<file path="config.mk">
export PLATFORM = sky130hd
export DESIGN_NAME = pc_sequencer_flat
export DESIGN_NICKNAME = d
export VERILOG_FILES = /design/src/rtl/cpu_pkg.sv /design/src/rtl/pc_sequencer_if.sv /design/src/rtl/pc_sequencer.sv /design/src/flat_wrapper.sv
export SDC_FILE = /design/constraint.sdc
export NUM_CORES = 1
export LEC_CHECK = 0
export ABC_AREA = 1
export BUFFER_PORTS_ARGS = -buffer_cell sky130_fd_sc_hd__buf_2
export CAP_MARGIN = 20
export CORE_UTILIZATION = 42
export DETAILED_ROUTE_END_ITERATION = 10
export PLACE_DENSITY = 0.83
export SKIP_CTS_REPAIR_TIMING = 1
export SYNTH_ARGS = -nofsm -noshare
export SYNTH_HDL_FRONTEND = slang
export SYNTH_SLANG_ARGS = --single-unit
</file>
<file path="constraint.sdc">
create_clock -name clk -period 1.5 [get_ports clk]
set_clock_uncertainty 0.2 [all_clocks]
set_input_delay 0.3 -clock clk [delete_from_list [all_inputs] [get_ports clk]]
set_output_delay 0.3 -clock clk [all_outputs]
set_load 0.03 [all_outputs]
</file>
<file path="src/rtl/cpu_pkg.sv">
// Shared fetch-stage definitions: PC width/reset defaults, the ARMv4 PC read offset,
// and the sequencer state encoding.
package cpu_pkg;

  localparam int unsigned ADDR_W_DEFAULT         = 8;
  localparam int unsigned RESET_VECTOR_DEFAULT   = 0;
  localparam int unsigned PC_READ_OFFSET_DEFAULT = 2;

  typedef enum logic [1:0] {
    StBoot  = 2'd0,
    StRun   = 2'd1,
    StStall = 2'd2,
    StHalt  = 2'd3
  } pc_state_e;

endpackage

</file>
<file path="src/rtl/pc_sequencer_if.sv">
// Fetch-control bundle between the PC sequencer (master) and its environment (slave).
// wrap_fault exists only when PC_WRAP_TRAP_EN is defined.
interface pc_sequencer_if #(
  parameter int unsigned ADDR_W = cpu_pkg::ADDR_W_DEFAULT
);

  logic              stall;
  logic              branch_taken;
  logic [ADDR_W-1:0] branch_target;
  logic              halt_req;
  logic              resume;
  logic [ADDR_W-1:0] program_counter;
  logic              program_increment;
  logic [ADDR_W-1:0] pc_read_value;
  logic              flush;
  logic              halted;
`ifdef PC_WRAP_TRAP_EN
  logic              wrap_fault;
`endif

  modport master (
    input  stall,
    input  branch_taken,
    input  branch_target,
    input  halt_req,
    input  resume,
    output program_counter,
    output program_increment,
    output pc_read_value,
    output flush,
    output halted
`ifdef PC_WRAP_TRAP_EN
    ,
    output wrap_fault
`endif
  );

  modport slave (
    output stall,
    output branch_taken,
    output branch_target,
    output halt_req,
    output resume,
    input  program_counter,
    input  program_increment,
    input  pc_read_value,
    input  flush,
    input  halted
`ifdef PC_WRAP_TRAP_EN
    ,
    input  wrap_fault
`endif
  );

endinterface

</file>
<file path="src/rtl/pc_sequencer.sv">
// Fetch-stage PC sequencer: boot, run, stall, halt, branch with decode flush.
// PC_WRAP_TRAP_EN: trap a sequential 2^ADDR_W-1 -> 0 wrap into HALT and raise wrap_fault.
module pc_sequencer
  import cpu_pkg::*;
#(
  parameter int unsigned ADDR_W         = ADDR_W_DEFAULT,
  parameter int unsigned RESET_VECTOR   = RESET_VECTOR_DEFAULT,
  parameter int unsigned PC_READ_OFFSET = PC_READ_OFFSET_DEFAULT
) (
  input logic             clk,
  input logic             reset,
  pc_sequencer_if.master  bus
);

  pc_state_e         state_q, state_d;
  logic [ADDR_W-1:0] pc_q, pc_d;
  logic              inc_q, inc_d;
  logic              flush_q, flush_d;
  logic              halted_q, halted_d;
`ifdef PC_WRAP_TRAP_EN
  logic              wrap_fault_q, wrap_fault_d;
`endif

  always_comb begin
    state_d  = state_q;
    pc_d     = pc_q;
    inc_d    = 1'b0;
    flush_d  = 1'b0;
    halted_d = 1'b0;
`ifdef PC_WRAP_TRAP_EN
    wrap_fault_d = wrap_fault_q;
`endif
    unique case (state_q)
      StBoot: begin
        state_d = StRun;
        inc_d   = 1'b1;
      end
      StRun, StStall: begin
        if (bus.halt_req) begin
          state_d  = StHalt;
          halted_d = 1'b1;
        end else if (bus.branch_taken) begin
          state_d = StRun;
          pc_d    = bus.branch_target;
          inc_d   = 1'b1;
          flush_d = 1'b1;
        end else if (bus.stall) begin
          state_d = StStall;
`ifdef PC_WRAP_TRAP_EN
        end else if (pc_q == {ADDR_W{1'b1}}) begin
          // Sequential wrap is trapped; a branch to low memory is not.
          state_d      = StHalt;
          halted_d     = 1'b1;
          wrap_fault_d = 1'b1;
`endif
        end else begin
          state_d = StRun;
          pc_d    = pc_q + 1'b1;
          inc_d   = 1'b1;
        end
      end
      StHalt: begin
        if (bus.resume && !bus.halt_req) begin
          state_d = StRun;
          inc_d   = 1'b1;
        end else begin
          halted_d = 1'b1;
        end
      end
      default: begin
        state_d = StBoot;
      end
    endcase
  end

  always_ff @(posedge clk) begin
    if (reset) begin
      state_q  <= StBoot;
      pc_q     <= ADDR_W'(RESET_VECTOR);
      inc_q    <= 1'b0;
      flush_q  <= 1'b0;
      halted_q <= 1'b0;
`ifdef PC_WRAP_TRAP_EN
      wrap_fault_q <= 1'b0;
`endif
    end else begin
      state_q  <= state_d;
      pc_q     <= pc_d;
      inc_q    <= inc_d;
      flush_q  <= flush_d;
      halted_q <= halted_d;
`ifdef PC_WRAP_TRAP_EN
      wrap_fault_q <= wrap_fault_d;
`endif
    end
  end

  assign bus.program_counter   = pc_q;
  assign bus.program_increment = inc_q;
  assign bus.flush             = flush_q;
  assign bus.halted            = halted_q;
  assign bus.pc_read_value     = pc_q + ADDR_W'(PC_READ_OFFSET);
`ifdef PC_WRAP_TRAP_EN
  assign bus.wrap_fault        = wrap_fault_q;
`endif

endmodule

</file>
<file path="src/flat_wrapper.sv">
// flat-port wrapper written by rule: the top's interface ports become plain ports
module pc_sequencer_flat import cpu_pkg::*;
#(
  parameter int unsigned ADDR_W         = ADDR_W_DEFAULT,
  parameter int unsigned RESET_VECTOR   = RESET_VECTOR_DEFAULT,
  parameter int unsigned PC_READ_OFFSET = PC_READ_OFFSET_DEFAULT
)
  (clk, reset, bus_stall, bus_branch_taken, bus_branch_target, bus_halt_req, bus_resume, bus_program_counter, bus_program_increment, bus_pc_read_value, bus_flush, bus_halted);
  pc_sequencer_if #(.ADDR_W(ADDR_W)) bus_i ();
  input logic clk;
  input logic reset;
  input wire logic [$bits(bus_i.stall)-1:0] bus_stall;
  input wire logic [$bits(bus_i.branch_taken)-1:0] bus_branch_taken;
  input wire logic [$bits(bus_i.branch_target)-1:0] bus_branch_target;
  input wire logic [$bits(bus_i.halt_req)-1:0] bus_halt_req;
  input wire logic [$bits(bus_i.resume)-1:0] bus_resume;
  output wire logic [$bits(bus_i.program_counter)-1:0] bus_program_counter;
  output wire logic [$bits(bus_i.program_increment)-1:0] bus_program_increment;
  output wire logic [$bits(bus_i.pc_read_value)-1:0] bus_pc_read_value;
  output wire logic [$bits(bus_i.flush)-1:0] bus_flush;
  output wire logic [$bits(bus_i.halted)-1:0] bus_halted;
  assign bus_i.stall = bus_stall;
  assign bus_i.branch_taken = bus_branch_taken;
  assign bus_i.branch_target = bus_branch_target;
  assign bus_i.halt_req = bus_halt_req;
  assign bus_i.resume = bus_resume;
  assign bus_program_counter = bus_i.program_counter;
  assign bus_program_increment = bus_i.program_increment;
  assign bus_pc_read_value = bus_i.pc_read_value;
  assign bus_flush = bus_i.flush;
  assign bus_halted = bus_i.halted;
  pc_sequencer #(.ADDR_W(ADDR_W), .RESET_VECTOR(RESET_VECTOR), .PC_READ_OFFSET(PC_READ_OFFSET)) u_core (.clk(clk), .reset(reset), .bus(bus_i));
endmodule
</file>
# ---- Yosys cells after proc, flatten, opt, wreduce, memory -nomap -nowiden
# Index checks and enable logic that the tools add are counted.
dict set report totals {
  register_bits 13
  out_inout_bits 19
}
dict set report classes {
  n_eq_ne 5
  mux 16
  add_sub_neg 2
  reduce_logical 6
  bitwise_logic 2
}
# op n
set ops {}
lappend ops {{8-bit two-way mux} 2}
lappend ops {{8-bit by 1-bit adder with 8-bit output (second input constant)} 1}
lappend ops {{8-bit by 2-bit adder with 8-bit output (second input constant)} 1}
lappend ops {{2-bit two-way mux} 4}
lappend ops {{1-bit two-way mux} 7}
lappend ops {{2-bit one-hot mux with 3 select lines} 1}
lappend ops {{2-bit == test (second input constant)} 2}
lappend ops {{2-bit by 1-bit inequality test with 1-bit output (second input constant)} 2}
lappend ops {{1-bit one-hot mux with 3 select lines} 1}
lappend ops {{3-bit AND reduction} 1}
lappend ops {{3-bit OR reduction} 1}
lappend ops {{2-bit by 1-bit == test with 1-bit output (second input constant)} 1}
lappend ops {{2-bit logical NOT} 1}
lappend ops {{1-bit NOT} 2}
lappend ops {{1-bit one-hot mux with 2 select lines} 1}
lappend ops {{2-bit OR reduction} 1}
lappend ops {{1-bit logical AND} 1}
lappend ops {{1-bit logical NOT} 1}

# ---- Logic depth before layout (Yosys ltp)
dict set report depth {
  depth_word 4
  depth_mapped 10
  ltp_nobuf 8
}

# ---- Worst setup path after synthesis
# OpenSTA, ideal clock, no wires.
dict set report synth_timing {
  path_type {reg2out}
  start {register u_core.pc_q[3], in the netlist u_core.bus.program_counter[3]}
  end {output bus_pc_read_value[7]}
  arrival_time_ns 1.470
  path_slack_ns -0.470
  path_stages_with_launch 6
  cell_sequence {dfxtp_1 -> buf_2 -> nand2_1 -> nor2_1 -> nand2_1 -> xor2_1}
}
dict set report synth_via {
  elab_chain_cells 1
}
# element line
set synth_rtl {}
lappend synth_rtl {{start: declaration} pc_sequencer.sv:16} ;# logic [ADDR_W-1:0] pc_q, pc_d;
lappend synth_rtl {{start signal: assignment} pc_sequencer.sv:79} ;# pc_q <= ADDR_W'(RESET_VECTOR);
lappend synth_rtl {{start signal: assignment} pc_sequencer.sv:88} ;# pc_q <= pc_d;
lappend synth_rtl {{8-bit by 2-bit adder with 8-bit output} pc_sequencer.sv:102} ;# assign bus.pc_read_value = pc_q + ADDR_W'(PC_READ_OFFSET);
lappend synth_rtl {{end: declaration} flat_wrapper.sv:19} ;# output wire logic [$bits(bus_i.pc_read_value)-1:0] bus_pc_read_value;
# No other way between the ends.

# ---- Worst setup path after layout
dict set report layout_timing {
  start {register u_core.pc_q[1], in the netlist u_core.bus.program_counter[1]}
  end {output bus_pc_read_value[5]}
}
# The elaborated chain is that of the path after synthesis.

==> impl_summary.txt <==
----------------------------------------------------
[Drt]
  Detail-routed via count per cell ... 5.18
  Detailed-route via count ... 1021
  Antenna Nets Post-Route ... 0
  Routed wire length ... 2.70 mm
  DR pass1 iterations ... 4
  First-iteration detailed-routing DRC count ... 39
  DRC violation count after routing ... 0
  Wire length per cell after detailed routing ... 13.7 um

[Clock tree]
  Clock root buffer ... clkbuf_4
  Clock buffer depth ... 2
  H-Tree Level Count ... 1
  Number of buffers created by CTS ... 3
  Insertion delay of the later-clocked pin in the worst-skew pair ... 0.28 ns
  Clock net sink count ... 13
  CTS tree ... done
  Clock edge transition at the registers on the reported setup and hold paths ... 0.08 ns

[Placement]
  Final estimated routing congestion in global placement ... 0.814
  Half-perimeter wire length after detailed placement ... 1.75 mm
  Worst slack after detailed placement ... -0.0987 ns
  Placed Cells ... 188
  Number of buffers added on ports ... 32
  Total placed instance area ... 0.00128 mm^2

[Worst setup path]
  Number of cells on the critical path ... 4
  Worst reg2reg startpoint ... u_core.state_q[0]
  Data arrival time of the critical path ... 1.28 ns
  Termination of the worst setup path ... bus_pc_read_value[5]
  First element of the critical path ... u_core.bus.program_counter[1]
  Startpoint kind of the worst setup timing path ... register
  Required time reported for the critical path endpoint ... 1.00 ns
  Cell family contributing the most delay on the critical path ... flip-flops
  Largest driver fanout on the critical path ... 4
  Capturing point of the worst reg2reg path ... u_core.bus.program_counter[5]
  Reg-to-reg setup timing slack ... -0.10 ns
  Setup Crit Path Kind ... register to output port
  Worst-case reg-to-reg path depth ... 9
  Cells along the critical path ... ha_4, nand3_4, xor2_4, buf_6
  CP max stage delay ... 0.38 ns
  Worst Setup End Kind ... output port
  Critical path's slowest cell ... dfxtp_4
  Sum of buffers and inverters on the critical path ... 1

[Floorplan]
  Die ar. ... 0.00219 mm^2
  Initial core utilization ... 46.7%
  Number of cell rows ... 15
  Core region area ... 0.00180 mm^2
  Floorplan die width ... 46.8 um
  I/O pin count ... 33
  Die span in y ... 46.8 um

[Final layout]
  Fraction of final layout cells sized beyond drive strength 1 ... 58.1%
  Footprint of the multi-input gates ... 681 um^2
  FILL cells ... 124
  Number of inserted diodes ... 0
  Post-Layout Cell Count ... 197
  Nets@finish ... 191
  Layout Cell Area excl Fill ... 0.00148 mm^2
  Syn-to-layout area delta ... 75.3%
  Area used by sequential logic in the layout ... 284 um^2

[Logic synthesis]
  Post-synth top area share ... 30.9%
  Leading post-synthesis cells by cell area ... dfxtp_1 (31%), nand2_1 (12%), inv_1 (6.7%), ha_1 (5.9%), o21ai_0 (5.9%)
  Area of the mapped netlist ... 842 um^2
  Gate Count Post-Synth ... 122
  Post-synthesis register bit count ... 13
  Yosys warnings ... 0
  Mean area per synthesized cell ... 6.90 um^2
  Cell types with the highest counts after synthesis ... nand2_1 (26), inv_1 (15), dfxtp_1 (13)
  Number of nets in the synthesized netlist ... 140
  Count of flip-flops with a built-in enable after synthesis ... 0
  Post-synth cell types ... 24
  Yosys top cell by area ... dfxtp_1
  Most frequently used cell type in the post-synthesis netlist ... nand2_1
  Proportion of synthesized chip area in sequential cells ... 30.9%
  Async set-reset flop share out of synthesis ... 0%
  Most instantiated flip-flop cell in the synthesis netlist ... dfxtp_1

[STA]
  Hold slack final ... 0.0365 ns
  Tightest slew margin relative to the limit ... 78.1%
  Number of hold violations in the final report ... 0
  Final critical-path share of the clock period ... 119%
  RSZ-0062 raised after global routing ... yes
  Transition time at the pin with the least slew margin ... 0.328 ns
  Final worst slack ... -0.278 ns
  Maximum clock frequency ... 562 MHz
  Clock period minus worst slack ... 1.78 ns
  Max-slew violations ... 0
  Finish-stage setup viols ... 15

[Global routing]
  Total global routing overflow ... 0
  Global-route usage over all layers ... 22.0%
  Wire length of the first global-routing pass ... 3.27 mm
  Maximum number of pins on one net before global-route repair ... 10
  Vias in the first global route ... 772
  Antenna violations before repair ... 0

[Pwr]
  Max rail drop VDD ... 0.000653 V
  Static leakage power ... 0.000655 uW
  Total power per unit cell area ... 720 mW/mm^2

[Run status]
  Status ... finished with violations
  Violated checks ... negative setup slack

[Job]
  Maximum capacitance violations ... 0

[Min path]
  Min-delay worst type ... primary input to register

----------------------------------------------------
-- layer usage --
layer / share of wire (%) / track usage [%] / vias up
met4: 0.96 / 10.3 / 0
met3: 5.2 / 2.31 / 4
met2: 54 / 38.3 / 40
li1: - / - / 493
met1: 39 / 27.1 / 484
met5: 0 / 0 / -
-- worst reg2reg max path, delay by kind of cell, from the launching register on --
| kind | cells | cell delay (ns) |
|---|---|---|
| adders and majority gates | 1 | 0.28 |
| buffers and inverters | 3 | 0.26 |
| DFF | 1 | 0.36 |
| and+or+nand+nor | 5 | 0.45 |
-- sequential cells by signal, indices dropped and copies added (netlist names) --
register	cells
u_core.bus.flush	1
u_core.bus.program_counter	8
u_core.bus.halted	1
u_core.state_q	2
u_core.bus.program_increment	1
-- report_power, final --
group | leakage, uW | total [uW] | internal [uW] | switching, uW
registers | 0.000112 | 398 | 371 | 26.8
clock network | 0.0000150 | 224 | 103 | 121
logic | 0.000528 | 442 | 188 | 253
total | 0.000655 | 1060 | 662 | 401
-- cell usage in the layout (no fill, tap or decap) --
master,count
ha_4,3
dfxtp_1,4
buf_12,2
o21ai_0,5
buf_4,23
clkbuf_1,1
dfxtp_2,4
ha_1,1
xor2_4,3
nor2_4,4
inv_2,1
nor4_1,1
inv_4,4
nand2_2,2
nor2_1,7
xor2_2,2
nand3_1,5
buf_6,6
o21ai_1,2
nand3_2,2
a31oi_1,2
or2_2,2
a21oi_2,3
buf_2,20
nand2_1,23
dfxtp_4,5
a211oi_1,1
a21oi_1,6
nor3_2,1
o21ai_2,4
nand2_4,3
inv_1,12
nor3_1,1
clkbuf_4,3
nand3_4,2
nor2_2,1
o21a_1,1
-- how the worst min path moves through the flow --
stage                                              from                       endpoint  slack, ns  cells after the start
final                                             reset  u_core.bus.program_counter[7]       0.04                      2
after global routing                       bus_halt_req               u_core.bus.flush       0.04                      2
after CTS                                         reset  u_core.bus.program_counter[6]       0.03                      2
after detailed placement  u_core.bus.program_counter[7]  u_core.bus.program_counter[7]       0.30                      2
after global placement    u_core.bus.program_counter[7]  u_core.bus.program_counter[7]       0.28                      2
after floorplan                                   reset  u_core.bus.program_counter[6]       0.16                      1
-- metrics by stage --
| stage | total power, uW | setup TNS [ns] | util (%) |
|---|---|---|---|
| floorplan | 642 | -0.144 | - |
| global placement | 742 | -0.0338 | 71.0 |
| detailed placement | 755 | -0.378 | 71.0 |
| CTS | 970 | -2.05 | 72.4 |
| global route | 1110 | -2.28 | 81.9 |
| finish | 1060 | -1.53 | 81.9 |
-- area by class of cell --
class	count	share of cell area (%)
clock buffers	4	1.78
repair buffers	51	25.8
multi-input cells	87	46.1
flip-flops and latches	13	19.2
well taps	25	2.12
inverters	17	5.00
-- logic make-up after synthesis --
logic type | Yosys count | synth area share, %
xor+xnor | 5 | 5.20
buf+inv | 22 | 12.9
fa+ha+maj | 4 | 5.94
flops | 13 | 30.9
simple gates | 54 | 29.9
compound gates | 24 | 15.2
Power figures use the tool's default switching activity.
